==> config.mk <==
export PLATFORM = sky130hd
export DESIGN_NAME = llc_set_conflict_table
export DESIGN_NICKNAME = d
export VERILOG_FILES = /design/src/rtl/llc_set_conflict_table.sv
export SDC_FILE = /design/constraint.sdc
export NUM_CORES = 1
export LEC_CHECK = 0
export CORE_MARGIN = 1.5
export CORE_UTILIZATION = 50
export CTS_BUF_LIST = sky130_fd_sc_hd__clkbuf_8
export DETAILED_ROUTE_END_ITERATION = 6
export MAX_ROUTING_LAYER = met4
export PLACE_DENSITY_LB_ADDON = 0.05
export SETUP_SLACK_MARGIN = 0.05
export SKIP_CTS_REPAIR_TIMING = 1
export SLEW_MARGIN = 10
export SYNTH_ARGS = -nofsm -noshare
export SYNTH_HDL_FRONTEND = slang
export SYNTH_SLANG_ARGS = --single-unit
==> constraint.sdc <==
create_clock -name clk -period 5 [get_ports clk]
set_clock_uncertainty 0.1 [all_clocks]
set_input_delay 0.75 -clock clk [delete_from_list [all_inputs] [get_ports clk]]
set_output_delay 0.75 -clock clk [all_outputs]
set_load 0.02 [all_outputs]
==> src/rtl/llc_set_conflict_table.sv <==
`ifndef LLC_SET_BITS
`define LLC_SET_BITS 8
`endif
// Tracks in-flight LLC sets; lookup/alloc_ready are same-cycle, wake/release_err register 1 cycle after release.
// Allocation backpressures through alloc_ready (full, clear, or duplicate set when ALLOW_DUP=0).
module llc_set_conflict_table #(
  parameter int DEPTH     = 5,
  parameter int SET_BITS  = `LLC_SET_BITS,
  parameter bit ALLOW_DUP = 1'b0,
  localparam int IDX_W    = $clog2(DEPTH),
  localparam int CNT_W    = $clog2(DEPTH + 1)
) (
  input  logic                clk,
  input  logic                rst,
  input  logic                clr,
  input  logic                alloc_valid,
  input  logic [SET_BITS-1:0] alloc_set,
  output logic                alloc_ready,
  output logic [IDX_W-1:0]    alloc_idx,
  input  logic [SET_BITS-1:0] lookup_set,
  output logic                lookup_hit,
  output logic [IDX_W-1:0]    lookup_idx,
  input  logic                release_valid,
  input  logic [IDX_W-1:0]    release_idx,
  output logic                wake_valid,
  output logic [SET_BITS-1:0] wake_set,
  output logic                release_err,
  output logic [CNT_W-1:0]    count,
  output logic                full,
  output logic                empty
);

  logic [DEPTH-1:0]    valid;
  logic [SET_BITS-1:0] set_q [DEPTH];
  logic                dup;
  logic                a_fire;
  logic                r_fire;
  logic                r_bad;
  logic                r_slot_vld;
  logic [SET_BITS-1:0] r_slot_set;

  // Descending scan so the lowest matching/free slot wins.
  always_comb begin
    alloc_idx  = '0;
    dup        = 1'b0;
    lookup_hit = 1'b0;
    lookup_idx = '0;
    for (int i = DEPTH - 1; i >= 0; i--) begin
      if (!valid[i]) alloc_idx = IDX_W'(i);
      if (valid[i] && set_q[i] == lookup_set) begin
        lookup_hit = 1'b1;
        lookup_idx = IDX_W'(i);
      end
      if (valid[i] && set_q[i] == alloc_set) dup = 1'b1;
    end
  end

  // An out-of-range release_idx matches no slot and so reads as not valid.
  always_comb begin
    r_slot_vld = 1'b0;
    r_slot_set = '0;
    for (int i = 0; i < DEPTH; i++) begin
      if (release_idx == IDX_W'(i)) begin
        r_slot_vld = valid[i];
        r_slot_set = set_q[i];
      end
    end
  end

  assign full        = (count == CNT_W'(DEPTH));
  assign empty       = (count == '0);
  assign alloc_ready = !full && !clr && (ALLOW_DUP || !dup);
  assign a_fire      = alloc_valid && alloc_ready;
  assign r_fire      = release_valid && !clr && r_slot_vld;
  assign r_bad       = release_valid && !clr && !r_slot_vld;

  always_ff @(posedge clk or negedge rst) begin
    if (!rst) begin
      valid       <= '0;
      count       <= '0;
      wake_valid  <= 1'b0;
      wake_set    <= '0;
      release_err <= 1'b0;
    end else if (clr) begin
      valid       <= '0;
      count       <= '0;
      wake_valid  <= 1'b0;
      release_err <= 1'b0;
    end else begin
      wake_valid  <= r_fire;
      release_err <= r_bad;
      if (r_fire) wake_set <= r_slot_set;
      // alloc_idx is always a free slot, so it never collides with a firing release.
      for (int i = 0; i < DEPTH; i++) begin
        if (a_fire && alloc_idx == IDX_W'(i)) valid[i] <= 1'b1;
        else if (r_fire && release_idx == IDX_W'(i)) valid[i] <= 1'b0;
      end
      case ({a_fire, r_fire})
        2'b10:   count <= count + 1'b1;
        2'b01:   count <= count - 1'b1;
        default: count <= count;
      endcase
    end
  end

  // Set payload needs no reset; it is qualified by valid everywhere.
  always_ff @(posedge clk) begin
    for (int i = 0; i < DEPTH; i++) begin
      if (a_fire && alloc_idx == IDX_W'(i)) set_q[i] <= alloc_set;
    end
  end

endmodule

==> results of run 1 <==
worst max-delay path, delay by kind of cell:
| kind | cells | cell delay [ns] |
|---|---|---|
| buffers and inverters | 2 | 1.25 |
| XOR/XNOR | 1 | 0.15 |
| AND/OR/NAND/NOR | 5 | 1.10 |
path summary, 6_finish.rpt:
check / start / endpoint / slack, ns / cells past startpoint
setup / recovery: lookup_set[2] / lookup_hit / 0.89 / 8
hold reg to reg: wake_set[5]$_DFFE_PN0P_ / wake_set[5]$_DFFE_PN0P_ / 0.38 / 2
setup reg to reg: set_q[0][13]$_DFFE_PP_ / count[1]$_DFFE_PN0P_ / 2.13 / 10
min in group asynchronous: rst / wake_set[7]$_DFFE_PN0P_ / 0.78 / 1
max in group asynchronous: rst / valid[0]$_DFFE_PN0P_ / 3.50 / 1
hold / removal: wake_set[5]$_DFFE_PN0P_ / wake_set[5]$_DFFE_PN0P_ / 0.38 / 2
registers in the layout, indices dropped and copies added (netlist names):
name	cells
set_q	40
wake_set	8
valid	5
count	3
release_err	1
wake_valid	1
metrics by stage:
stage               utilization  cells  area (um^2)  worst slack, ns  power (W)
global placement          0.585    412         3950            0.937   0.000781
finish                    0.609    428         4120            0.892    0.00114
CTS                       0.609    428         4120            0.912    0.00114
global route              0.609    428         4120            0.699    0.00119
floorplan                     -    308         3480             1.87   0.000694
detailed placement        0.585    412         3950            0.913   0.000783
cell type report:
type | count | area [um^2]
clock buffers | 10 | 138
clock inverters | 6 | 28.8
inverters | 3 | 11.3
repair buffers | 51 | 498
multi-input cells | 220 | 1690
flip-flops and latches | 58 | 1650
fillers | 587 | 2640
well taps | 80 | 100
cell families after synthesis:
| family | Yosys count |
|---|---|
| AND/OR/NAND/NOR | 93 |
| buffers and inverters | 30 |
| multiplexers | 13 |
| adder cells (fa/ha/maj) | 1 |
| AO/OA/AOI/OAI | 32 |
| XOR/XNOR | 81 |
| flip-flops | 58 |
power breakdown:
part / leakage, nW / switching [W] / internal, W
Clock: 0.0958 / 0.000180 / 0.000186
Sequential: 0.602 / 0.0000204 / 0.000538
Combinational: 0.783 / 0.000112 / 0.000102
cells in the final DEF (no fill, tap or decap), drive strengths merged, types with 4 or more instances in the layout:
cell	count
a22oi	10
and2	4
and3	4
buf	5
clkbuf	10
clkdlybuf4s50	46
dfrtp	18
edfxtp	40
inv	5
mux2i	4
mux4	8
nand2	21
nand3	9
nand4	10
nor2	13
nor3	12
nor3b	4
nor4	7
o21ai	10
xnor2	46
xor2	34
metal layers:
layer,GRT usage,vias to the layer above
li1,-,1166
met4,0.107,0
met5,-,-
met2,0.424,96
met1,0.325,1203
met3,0.0629,21
==> out/results.ini, run 1 <==
[placed_design]
io_buffers=46
hpwlAfterDp_um=6470
gp_congestion=0.977

[power]
p_leak_nw=1.48
cellPowerDensity_nw_per_um2=277
peakVddDrop_mv=0.173

[cts]
ctsLongestPathBuffers=2
htreeDepth=3
clkSinkCount=58
cts_tree=yes
clk_pin_slew_ns=0.06
cts_made_buffers=9
insertion_delay_ns=0.33
cts-root-buf=clkbuf_8

[routing]
dr_wl_met3_um=531
drc=0
dr_total_vias=2486
highest_layer=met4
ant_nets=0
wl_met2_um=4270
first_pass_iters=4
drt_iter0_markers=156
finalWirelength_um=8810
drt-vias-per-instance=5.81
wire_per_inst_um=20.6
wl_met1_um=3740

[sta]
tightest_slew_ns=0.810
setup_violations=0
finalCriticalPeriod_ns=4.11
max_freq_mhz=243
final_max_slew_viol_count=0
timing_hold_violations_final=0
worst_slew_margin_rel=0.458
hold-worst-slack_ns=0.377
tns_ns=0
finalCritPeriodShare=0.822
rsz0062_at_grt=false

[yosys]
synth_mux_area_frac=0.0665
synthCells=308
avgSynthCellArea_um2=11.3
yosys-top-cells-count=xnor2_1 (46), edfxtp_1 (40), xor2_1 (34)
synth.net_count=333
seq_area_frac_synth=0.475
synth_warnings=0
synth.most_common_cell=xnor2_1
synth_compound_area_frac=0.0619
syn-cell-area_um2=3480
synthXorXnorAreaFrac=0.208
synth_edf_count=40
synth_top_area_frac=0.345
synthTopCellsByArea=edfxtp_1 (35%), dfrtp_1 (13%), xnor2_1 (12%)
synth-main-ff-cell=edfxtp_1
synth_cell_types=43
ys_seq_elements=58
yosys.area.top_type=edfxtp_1
yosys.area_share.simple=0.143
yosys.area_share.adder=0.00576
synth_top_family_by_area=XOR/XNOR gates
async_flop_share=0.310

[floorplan]
die_x_um=86.4
io-pin-count=47
die_area_um2=7470
die_y_um=86.4
core-area_um2=6760
row_count=30
start_util=0.515

[global_routing]
grt.total_usage=0.265
grt_pass1_wl_um=13700
antenna_found_initial=0
grt-ovfl-total=0
grt_max_degree=20
grt_pass1_vias=2490

[cells_and_area]
antenna_cells=0
syn_to_final_growth_pct=18.3
layout-drive-gt1-share=0.0805
nNetsFinal=368

[worst_setup_path]
slowest_delay_ns=0.63
required_ns=4.15
startpoint_type=input pin
crit_slowest_cell=clkdlybuf4s50_1
cp.arrival_ns=3.26
critPathKind=input pin to primary output
critPathMaxFanout=5
cp-end-kind=primary output
path_cells=clkdlybuf4s50_1 -> xor2_1 -> nor4_1 -> nand3_1 -> nor4_1 -> nor2_1 -> nand3_1 -> clkdlybuf4s50_1

[job]
max_cap_viol_count=0

[outcome]
outcome=finished clean

[min_path]
min_path_type=flop to flop

No activity file was read; power rests on OpenSTA's default activity.
==> run 2: changes to the inputs <==
==> constraint.sdc (replaced) <==
create_clock -name clk -period 3.48 [get_ports clk]
set_clock_uncertainty 0.1 [all_clocks]
set_input_delay 0.522 -clock clk [delete_from_list [all_inputs] [get_ports clk]]
set_output_delay 0.522 -clock clk [all_outputs]
set_load 0.02 [all_outputs]
==> out/results.ini, run 2 (synthesis results as in run 1) <==
[outcome]
outcome=finished clean

[floorplan]
row_count=30  ; unchanged
die_y_um=86.4  ; unchanged
die_x_um=86.4  ; unchanged
start_util=0.515  ; unchanged
die_area_um2=7470  ; unchanged
io-pin-count=47  ; unchanged
core-area_um2=6760  ; unchanged

[routing]
first_pass_iters=4  ; unchanged
drc=0  ; unchanged
dr_total_vias=2603  ; +4.7%
finalWirelength_um=8950  ; +1.6%
ant_nets=0  ; unchanged
drt-vias-per-instance=5.71  ; -1.7%
drt_iter0_markers=160  ; +2.6%
wire_per_inst_um=19.6  ; -4.6%

[sta]
final_max_slew_viol_count=0  ; unchanged
worst_slew_margin_rel=0.464  ; +0.00603
setup_violations=0  ; unchanged
finalCritPeriodShare=0.894
hold-worst-slack_ns=0.379  ; +0.00288 ns
finalCriticalPeriod_ns=3.11
timing_hold_violations_final=0  ; unchanged
rsz0062_at_grt=false
tightest_slew_ns=0.801  ; -0.00902 ns
max_freq_mhz=321

[placed_design]
io_buffers=46  ; unchanged
hpwlAfterDp_um=6780  ; +4.9%
placed_cell_area_um2=4160  ; +5.3%
gp_congestion=0.956  ; -2.1%

[min_path]
min_path_type=flop to flop
holdPathStages=2  ; unchanged

[cells_and_area]
final_common_cell=xnor2_1
antenna_cells=0  ; unchanged
syn_to_final_growth_pct=25.3
regMostFlops=set_q
largest_register_ff_count=40  ; unchanged
layout_common_cells=xnor2_1 (46), clkdlybuf4s50_1 (40), edfxtp_1 (40)
final_area_um2=4360  ; +5.8%
fill_cells=548  ; -6.6%
reg_top3=set_q (40), wake_set (8), valid (5)
layout-drive-gt1-share=0.160  ; +0.0791
nNetsFinal=396  ; +7.6%
final_core_utilization=0.645  ; +0.0356

[global_routing]
antenna_found_initial=0  ; unchanged
grt_max_degree=19  ; -5.0%
grt_pass1_vias=2641  ; +6.1%
grt-ovfl-total=0  ; unchanged
grt_pass1_wl_um=14000  ; +2.3%
grt.total_usage=0.269  ; +0.00408

[cts]
htreeDepth=3  ; unchanged
cts-root-buf=clkbuf_8
ctsLongestPathBuffers=2  ; unchanged
clk_pin_slew_ns=0.08  ; +0.02 ns
cts_tree=yes
insertion_delay_ns=0.35  ; +0.02 ns
clkSinkCount=58  ; unchanged
cts_made_buffers=9  ; unchanged

[power]
cellPowerDensity_nw_per_um2=385  ; +39%
p_leak_nw=1.69  ; +14%
peakVddDrop_mv=0.252  ; +45%
finalPower_w=0.00168  ; +47%

[worst_setup_path]
startpoint_type=input pin
required_ns=3.61  ; -0.54 ns
slowest_delay_ns=0.67  ; +0.04 ns
cp-end-kind=flop
cp.arrival_ns=3.24  ; -0.02 ns
cp_common_cell=o31a_1
crit_slowest_cell=clkdlybuf4s50_1
critPathMaxFanout=6  ; +1
r2r_cells=10  ; unchanged
ff2ff_setup_slack_ns=0.65  ; -1.48 ns
path_cells=clkdlybuf4s50_1 -> xnor2_1 -> nand4_1 -> o31a_1 -> o311a_1 -> and2_4 -> nor2_1 -> fa_1 -> nand3_1 -> mux2i_1 -> o31a_1
reg2reg_from=set_q[0][13]$_DFFE_PP_
rr_endpoint=count[1]$_DFFE_PN0P_
crit_path_end=count[1]$_DFFE_PN0P_
cp-startpoint=alloc_set[3]
critPathKind=input pin to flop

[job]
max_cap_viol_count=0  ; unchanged

-- run 2: changes by cell type in the layout (fill, tap and decap cells not counted), sizes merged --
cell	before	now
clkinv	3	4
clkdlybuf4s50	46	40
clkbuf	10	9
clkinvlp	1	3
dlymetal6s2s	0	6
buf	5	33
inv	5	3
-- run 2: how the worst min path moves through the flow --
stage | start | end
after global routing | wake_set[6]$_DFFE_PN0P_ | wake_set[6]$_DFFE_PN0P_
after floorplan | rst | count[0]$_DFFE_PN0P_
after detailed placement | wake_set[1]$_DFFE_PN0P_ | wake_set[1]$_DFFE_PN0P_
after global placement | wake_set[3]$_DFFE_PN0P_ | wake_set[3]$_DFFE_PN0P_
final | wake_set[1]$_DFFE_PN0P_ | wake_set[1]$_DFFE_PN0P_
after CTS | wake_set[1]$_DFFE_PN0P_ | wake_set[1]$_DFFE_PN0P_
-- run 2: stage by stage --
stage | setup TNS (ns) | instances | worst slack (ns)
6_report | 0 | 456 | 0.370
3_3_place_gp | -0.0728 | 440 | -0.0728
3_5_place_dp | -0.0915 | 440 | -0.0915
5_1_grt | 0 | 456 | 0.238
4_1_cts | -0.108 | 456 | -0.104
2_1_floorplan | 0 | 308 | 0.577
-- run 2: layout make-up --
| cell class | count | area [um^2] | area share |
|---|---|---|---|
| sequential | 58 | 1650 | 0.379 |
| clock inverter | 7 | 45.0 | 0.0103 |
| multi-input combinational | 220 | 1700 | 0.391 |
| inverter | 3 | 11.3 | 0.00258 |
| timing repair buffer | 79 | 723 | 0.166 |
| clock buffer | 9 | 124 | 0.0284 |
| tap | 80 | 100 | 0.0230 |
-- run 2: where the power goes --
part	total (W)	internal, W	switching (W)
registers	0.000803	0.000772	0.0000312
logic	0.000329	0.000165	0.000163
clock network	0.000544	0.000255	0.000290
total	0.00168	0.00119	0.000484
-- run 2: critical path: cells and delay by family --
kind	cells	cell delay (ns)
buffers and inverters	1	0.67
muxes	1	0.07
AOI/OAI and AO/OA	3	0.74
adders and majority gates	1	0.46
xor gates and xnor gates	1	0.18
and+or+nand+nor	4	0.60
-- run 2: per-layer routing --
layer | global-route usage | wire length, um
met2 | 0.421 | 4250
met3 | 0.0457 | 483
met5 | - | 0
met1 | 0.345 | 3930
met4 | 0.120 | 286
==> run 3: changes to the inputs <==
--- a/config.mk
+++ b/config.mk
@@ -11,6 +11,7 @@
 export DETAILED_ROUTE_END_ITERATION = 6
 export MAX_ROUTING_LAYER = met4
 export PLACE_DENSITY_LB_ADDON = 0.05
+export REMOVE_ABC_BUFFERS = 1
 export SETUP_SLACK_MARGIN = 0.05
 export SKIP_CTS_REPAIR_TIMING = 1
 export SLEW_MARGIN = 10
==> constraint.sdc (replaced) <==
create_clock -name clk -period 3.4 [get_ports clk]
set_clock_uncertainty 0.1 [all_clocks]
set_input_delay 0.51 -clock clk [delete_from_list [all_inputs] [get_ports clk]]
set_output_delay 0.51 -clock clk [all_outputs]
set_load 0.02 [all_outputs]
==> out/results.ini, run 3 (synthesis results as in run 1) <==
[outcome]
outcome=finished clean

[cells_and_area]
regMostFlops=set_q
largest_register_ff_count=40  ; unchanged
layout_common_cells=xnor2_1 (46), clkdlybuf4s50_1 (40), edfxtp_1 (40)
final_area_um2=4350  ; -0.20%
final_common_cell=xnor2_1
final_core_utilization=0.644  ; -0.00130
syn_to_final_growth_pct=25.0
antenna_cells=0  ; unchanged
reg_top3=set_q (40), wake_set (8), valid (5)
nNetsFinal=389  ; -1.8%
layout-drive-gt1-share=0.152  ; -0.00781

[cts]
clkSinkCount=58  ; unchanged
ctsLongestPathBuffers=2  ; unchanged
cts_made_buffers=9  ; unchanged
insertion_delay_ns=0.34  ; about the same
cts_tree=yes
htreeDepth=3  ; unchanged
clk_pin_slew_ns=0.07  ; about the same
cts-root-buf=clkbuf_8

[global_routing]
grt_pass1_vias=2542  ; -3.7%
grt.total_usage=0.258  ; -0.0110
antenna_found_initial=0  ; unchanged
grt_max_degree=19  ; unchanged
grt-ovfl-total=0  ; unchanged
grt_pass1_wl_um=13700  ; -2.6%

[floorplan]
row_count=30  ; unchanged
io-pin-count=47  ; unchanged
core-area_um2=6760  ; unchanged
die_x_um=86.4  ; unchanged
die_area_um2=7470  ; unchanged
start_util=0.515  ; unchanged
die_y_um=86.4  ; unchanged

[placed_design]
gp_congestion=0.932  ; -2.5%
io_buffers=46  ; unchanged
placed_cell_area_um2=4110  ; -1.3%
hpwlAfterDp_um=6380  ; -6.0%

[job]
max_cap_viol_count=0  ; unchanged

[power]
peakVddDrop_mv=0.277  ; +10%
finalPower_w=0.00177  ; +5.9%
p_leak_nw=1.67  ; -1.2%
cellPowerDensity_nw_per_um2=408  ; +6.1%

[worst_setup_path]
critPathMaxFanout=6  ; unchanged
slowest_delay_ns=0.66  ; about the same
critPathKind=input pin to flop
cp-startpoint=alloc_set[5]
cp-end-kind=flop
crit_slowest_cell=clkdlybuf4s50_1
cp_top_family=compound AO/OA/AOI/OAI gates
cp.buffers_inverters=1  ; unchanged
cp.arrival_ns=3.16  ; -0.08 ns
required_ns=3.53  ; -0.08 ns
reg2reg_from=set_q[0][27]$_DFFE_PP_
path_cells=clkdlybuf4s50_1 -> xnor2_1 -> nand3_1 -> o31a_1 -> o311a_1 -> and2_4 -> nor2_1 -> fa_1 -> nand3_1 -> mux2i_1 -> o31a_1
startpoint_type=input pin

[routing]
drc=0  ; unchanged
wire_per_inst_um=18.8  ; -4.4%
dr_total_vias=2630  ; +1.0%
drt-vias-per-instance=5.86  ; +2.6%
drt_iter0_markers=226  ; +41%
ant_nets=0  ; unchanged
finalWirelength_um=8430  ; -5.8%
first_pass_iters=4  ; unchanged

[sta]
timing_hold_violations_final=0  ; unchanged
finalCritPeriodShare=0.893
rsz0062_at_grt=false
max_freq_mhz=329
setup_violations=0  ; unchanged
finalCriticalPeriod_ns=3.04
worst_slew_margin_rel=0.470  ; +0.00540
final_max_slew_viol_count=0  ; unchanged
tightest_slew_ns=0.793  ; -0.00807 ns
tns_ns=0  ; unchanged

[min_path]
min_path_type=flop to flop
hp-start=wake_set[7]$_DFFE_PN0P_

[run 3: cell count changes in the layout (fill, tap and decap cells not counted), sizes merged]
cell,change
buf,-7
bufinv,+1
inv,-1
[run 3: final cells by class]
| cell class | count | area (um^2) |
|---|---|---|
| fillers | 538 | 2410 |
| multi-input cells | 220 | 1720 |
| flip-flops and latches | 58 | 1650 |
| repair buffers | 72 | 671 |
| clock buffers | 9 | 124 |
| well taps | 80 | 100 |
| clock inverters | 7 | 70.1 |
| inverters | 3 | 11.3 |
[run 3: path summary, 6_finish.rpt]
check	slack (ns)	endpoint	cells past startpoint
setup / recovery	0.36	count[1]$_DFFE_PN0P_	11
hold / removal	0.38	wake_set[7]$_DFFE_PN0P_	2
setup reg to reg	0.68	count[1]$_DFFE_PN0P_	10
hold reg to reg	0.38	wake_set[7]$_DFFE_PN0P_	2
max in group asynchronous	2.18	valid[2]$_DFFE_PN0P_	1
min in group asynchronous	0.53	wake_set[6]$_DFFE_PN0P_	1
[run 3: where the power goes]
part	switching [W]	internal (W)	total, W
clock	0.000289	0.000335	0.000624
sequential	0.0000308	0.000790	0.000821
combinational	0.000165	0.000166	0.000330
[run 3: per-stage QoR]
step	worst slack, ns	std cells	hold WS, ns
2_1_floorplan	0.815	281	0.114
3_3_place_gp	-0.121	433	0.361
3_5_place_dp	-0.114	433	0.372
4_1_cts	-0.114	449	0.387
5_1_grt	0.244	449	0.424
6_report	0.362	449	0.378
[run 3: tightest hold or removal path: stages, from the launching register on]
cell and delay (ns):
dfrtp_1 0.34, nand2_1 0.04, o21ai_0 0.06
[run 3: routing by layer]
layer  up-vias  GRT usage  wire (um)
li1       1215          -          -
met1      1290      0.337       3570
met2       108      0.405       4120
met3        17     0.0533        544
met4         0     0.0836        191
met5         -          -          0
